<file path="src/rtl/glitcher_pkg.sv">
// Shared types for the one-bit waveform link blocks.
// Holds the deserializer FSM state encoding and its default frame length.
package glitcher_pkg;

   typedef enum logic [1:0] {
      IDLE  = 2'd0,
      ARM   = 2'd1,
      SHIFT = 2'd2,
      HOLD  = 2'd3
   } deser_state_t;

   localparam int DESER_WIDTH_DEFAULT = 64;

endpackage

</file>
<file path="src/rtl/deserializer64.sv">
// MSB-first serial-to-parallel receiver with start alignment, bit qualifier,
// valid/ready word hold and sticky overrun detection.
module deserializer64
   import glitcher_pkg::*;
#(
   parameter int WIDTH = DESER_WIDTH_DEFAULT
) (
   input  logic             clk,
   input  logic             rst,
   input  logic             start,
   input  logic             sample_en,
   input  logic             din,
   output logic [WIDTH-1:0] data,
   output logic             valid,
   input  logic             ready,
   output logic             busy,
   output logic             overrun,
   input  logic             clr_overrun
);

   localparam int                   CNT_W    = $clog2(WIDTH + 1);
   localparam logic [CNT_W-1:0]     LAST_BIT = CNT_W'(WIDTH - 1);

   deser_state_t     state_q;
   // The oldest bit would shift straight out, so only WIDTH-1 bits are kept.
   logic [WIDTH-2:0] shift_q;
   logic [CNT_W-1:0] bit_cnt_q;
   logic [WIDTH-1:0] data_q;
   logic             valid_q;
   logic             busy_q;
   logic             overrun_q;

   logic [WIDTH-1:0] word_d;
   logic             overrun_set_d;

   assign word_d = {shift_q, din};

   always_comb begin
      overrun_set_d = 1'b0;
      if (start) begin
         case (state_q)
            ARM, SHIFT: overrun_set_d = 1'b1;
            HOLD:       overrun_set_d = ~ready;
            default:    overrun_set_d = 1'b0;
         endcase
      end
   end

   always_ff @(posedge clk) begin
      if (rst) begin
         state_q   <= IDLE;
         shift_q   <= '0;
         bit_cnt_q <= '0;
         data_q    <= '0;
         valid_q   <= 1'b0;
         busy_q    <= 1'b0;
         overrun_q <= 1'b0;
      end else begin
         // Set has priority over clear.
         overrun_q <= overrun_set_d | (overrun_q & ~clr_overrun);

         case (state_q)
            IDLE: begin
               if (start) begin
                  state_q   <= ARM;
                  shift_q   <= '0;
                  bit_cnt_q <= '0;
                  busy_q    <= 1'b1;
               end
            end
            ARM: begin
               state_q <= SHIFT;
            end
            SHIFT: begin
               if (sample_en) begin
                  shift_q   <= word_d[WIDTH-2:0];
                  bit_cnt_q <= bit_cnt_q + CNT_W'(1);
                  if (bit_cnt_q == LAST_BIT) begin
                     data_q  <= word_d;
                     valid_q <= 1'b1;
                     busy_q  <= 1'b0;
                     state_q <= HOLD;
                  end
                end
            end
            HOLD: begin
               if (valid_q && ready) begin
                  valid_q <= 1'b0;
                  if (start) begin
                     state_q   <= ARM;
                     shift_q   <= '0;
                     bit_cnt_q <= '0;
                     busy_q    <= 1'b1;
                  end else begin
                     state_q <= IDLE;
                  end
               end
            end
            default: state_q <= IDLE;
         endcase
      end
   end

   assign data    = data_q;
   assign valid   = valid_q;
   assign busy    = busy_q;
   assign overrun = overrun_q;

endmodule
</file>
<file path="config.mk">
export PLATFORM = sky130hd
export DESIGN_NAME = deserializer64
export DESIGN_NICKNAME = d
export VERILOG_FILES = /design/src/rtl/glitcher_pkg.sv /design/src/rtl/deserializer64.sv
export SDC_FILE = /design/constraint.sdc
export NUM_CORES = 1
export LEC_CHECK = 0
export ABC_AREA = 1
export CAP_MARGIN = 10
export CORE_MARGIN = 2
export CORE_UTILIZATION = 54
export CTS_CLUSTER_DIAMETER = 60
export DETAILED_ROUTE_END_ITERATION = 8
export PLACE_DENSITY = 0.79
export SYNTH_ARGS = -nofsm -noshare
export SYNTH_HDL_FRONTEND = slang
export SYNTH_SLANG_ARGS = --single-unit
</file>
<file path="constraint.sdc">
create_clock -name clk -period 2.11 [get_ports clk]
set_clock_uncertainty 0.15 [all_clocks]
set_input_delay 0.211 -clock clk [delete_from_list [all_inputs] [get_ports clk]]
set_output_delay 0.211 -clock clk [all_outputs]
set_load 0.01 [all_outputs]
</file>
==> metrics.md <==
| Metric | Value |
|---|---|
| Status | `complete, no violations` |
| Share of cells above drive strength 1 | `8.435%` |
| # setup viols final | `0` |
| Sequential area share after synthesis | `53.71%` |
| Crit Path Class | `reg2reg` |
| Yosys top cell area share | `53.71%` |
| Slowest cell on the critical path | `dfxtp_2` |
| Die extent in y | `102.0 um` |
| Final Util | `72.98%` |
| IO buf count | `73` |
| CP max FO | `21` |
| Worst-margin pin slew | `0.6195 ns` |
| Grt total ovfl | `0` |
| Max_slew headroom | `58.70%` |
| Tot GR Track Use | `22.51%` |
| Worst EP arrival | `2.30 ns` |
| RSZ-0062 raised after global routing | `no` |
| Leading area contributor after synthesis | `dfxtp_1` |
| Power Dens Cells | `1024 nW/um2` |
| Synthesized net count | `673` |
| Critical-path cell list | `inv_1 > ha_1 > nand2_1 > nand2_2 > nor2_8 > inv_2 > nor2_4 > buf_12 > clkbuf_16 > nand2_1 > a21oi_1` |
| Worst skew pair latency | `0.51 ns` |
| Pre-CTS WS | `0.03595 ns` |
| H-tree levels | `4` |
| Syn-to-layout area delta | `30.77%` |
| 1st-pass router iterations | `5` |
| Initial drt markers | `325` |
| Hold WC Path Type | `in2reg` |
| FP Rows | `35` |
| First-pass GRT wire length | `18810 um` |
| Worst path required time | `2.40 ns` |
| Clock buffer depth | `2` |
| Number of synthesized register bits | `139` |
| Fillers | `703` |
| Detail Placement HPWL | `6881 um` |
| Slowest stage delay, CP | `0.38 ns` |
| Largest net degree at the start of global routing | `58` |
| Warning count from the yosys run | `0` |
| CTS Buf Count | `17` |
| Num ports | `74` |
| Max-cap violations | `0` |
| Top FF cell, synth | `dfxtp_1` |
| Crit-path leading delay family | `simple AND/OR/NAND/NOR gates` |
| Width of the die | `102.0 um` |
| Fmax | `496.2 MHz` |
| Synth Cell Area | `5181 um2` |
| Die ar. | `10390 um2` |
| Final Hold Fails | `0` |
| Main area contributors after synthesis | `dfxtp_1, nand2_1, a21oi_1, nand3_1, clkbuf_1` |
| WL per Instance | `14.09 um` |
| CP Capture Type | `flip-flop` |
| Synth Instances | `660` |
| DRC | `0` |
| CTS Sinks | `139` |
| Clk slew on worst S/H paths | `0.06 ns` |
| Via count of the routed design | `4655` |
| Core ar. | `9284 um2` |
| Diodes inserted | `0` |
| Unique masters post-synth | `20` |
| Post-Route Setup TNS | `0 ns` |
| Buf/Inv on CP | `4` |
| Final min period | `2.015 ns` |
| Crit start category | `flip-flop` |
| Peak supply drop | `0.6642 mV` |
| Root buf cell | `clkbuf_8` |
| Leakage power | `0.002254 uW` |
| Ys async rst share | `0%` |
| Fin worst setup slack | `0.09485 ns` |
| Tcrit/Tclk final | `95.50%` |
| Vias in the first global route | `4280` |
| Pins Over Slew Limit | `0` |
| TritonCTS clock tree | `done` |
| Mean Syn Cell Area | `7.850 um2` |
| Hold Buf Count CTS | `0` |
| CP most frequent cell | `nand2_1` |
| Routed WL | `12170 um` |
| DRT antenna net count | `0` |
| GPL Wtd Cong | `0.8149` |
| Initial Util | `55.81%` |
| # nets final | `735` |
| Routed vias/inst | `5.388` |
| Initial antenna violation count | `1` |
| Post-synth EDFFs | `0` |
per-layer routing:
| metal | share of wire (%) | routed length [um] | track usage [%] |
|---|---|---|---|
| met2 | 51 | 6149 | 39.88 |
| met1 | 43 | 5184 | 26.81 |
| met3 | 5.4 | 654 | 5.746 |
| met4 | 1.4 | 168 | 7.077 |
| met5 | 0.11 | 13 | 0 |
sequential cells by signal, indices dropped and copies added (netlist names):
register / count
state_q: 2
valid: 1
shift_q: 63
bit_cnt_q: 7
data: 64
overrun: 1
busy: 1
timing repair:
| item | CTS | global route |
|---|---|---|
| pin swaps | 0 | 2 |
| resized for setup | 1 | 7 |
| cloned | 0 | 3 |
| buffers inserted | 0 | 2 |
| setup endpoints to repair | 3 | 79 |
cell families after synthesis:
| kind of cell | share of synthesized area, % |
|---|---|
| AOI/OAI and AO/OA | 14.42 |
| adders and majority gates | 1.449 |
| buffers and inverters | 5.892 |
| DFF | 53.71 |
| and+or+nand+nor | 24.54 |
layout by cell type, fill, tap and decap left out:
master and instances:
nand2_1 216, a21oi_1 139, dfxtp_1 138, nand3_1 73, clkdlybuf4s50_1 71, clkbuf_16 19
inv_1 12, nor2_1 11, buf_4 8, buf_12 7, ha_1 6, bufinv_16 5
o211ai_1 3, clkbuf_8 3, clkinv_4 3, nor2_4 2, nand4_1 2, inv_2 2
clkinvlp_4 2, inv_6 2, nand2_2 1, o21bai_2 1, nor2_8 1, o21a_1 1
a21oi_2 1, o21ai_0 1, clkinv_2 1, buf_2 1, buf_6 1, buf_8 1
dfxtp_2 1
final timing paths:
path,slack [ns],startpoint,end,depth (start not counted)
worst min register to register,0.31,data[31],data[31],2
worst max-delay path,0.09,state_q[0],shift_q[40],11
worst min-delay path,0.06,rst,shift_q[0],2
worst max register to register,0.09,state_q[0],shift_q[40],11
synth_stat cells, types with 2 or more instances:
cell,instances
a21oi_1,140
buf_2,7
buf_4,6
buf_6,5
clkbuf_1,31
dfxtp_1,139
ha_1,6
inv_1,12
inv_2,2
nand2_1,216
nand3_1,73
nand4_1,2
nor2_1,12
o211ai_1,3
per-stage QoR:
step | total power [uW] | hold slack [ns] | cell area [um2] | std cells
final | 6939 | 0.05994 | 6775 | 864
after global routing | 7170 | 0.07283 | 6775 | 864
after CTS | 6821 | 0.05881 | 6648 | 859
after detailed placement | 3603 | 0.3060 | 5988 | 827
after global placement | 3559 | 0.3032 | 5988 | 827
after floorplan | 3400 | 0.2038 | 5181 | 660
cell type report:
| type | count | area (um2) | share of cell area, % |
|---|---|---|---|
| flip-flops and latches | 139 | 2784 | 41.09 |
| clock inverters | 13 | 214.0 | 3.158 |
| well taps | 129 | 161.4 | 2.382 |
| repair buffers | 92 | 1017 | 15.01 |
| multi-input cells | 458 | 2105 | 31.06 |
| clock buffers | 19 | 441.7 | 6.519 |
| inverters | 14 | 52.55 | 0.7756 |
power by group:
group          internal (uW)  total (uW)  switching, uW
registers               2660        2700           38.5
clock network           2110        3250           1140
logic                    348         988            641
total                   5120        6940           1820
No activity file was read; power rests on OpenSTA's default activity.
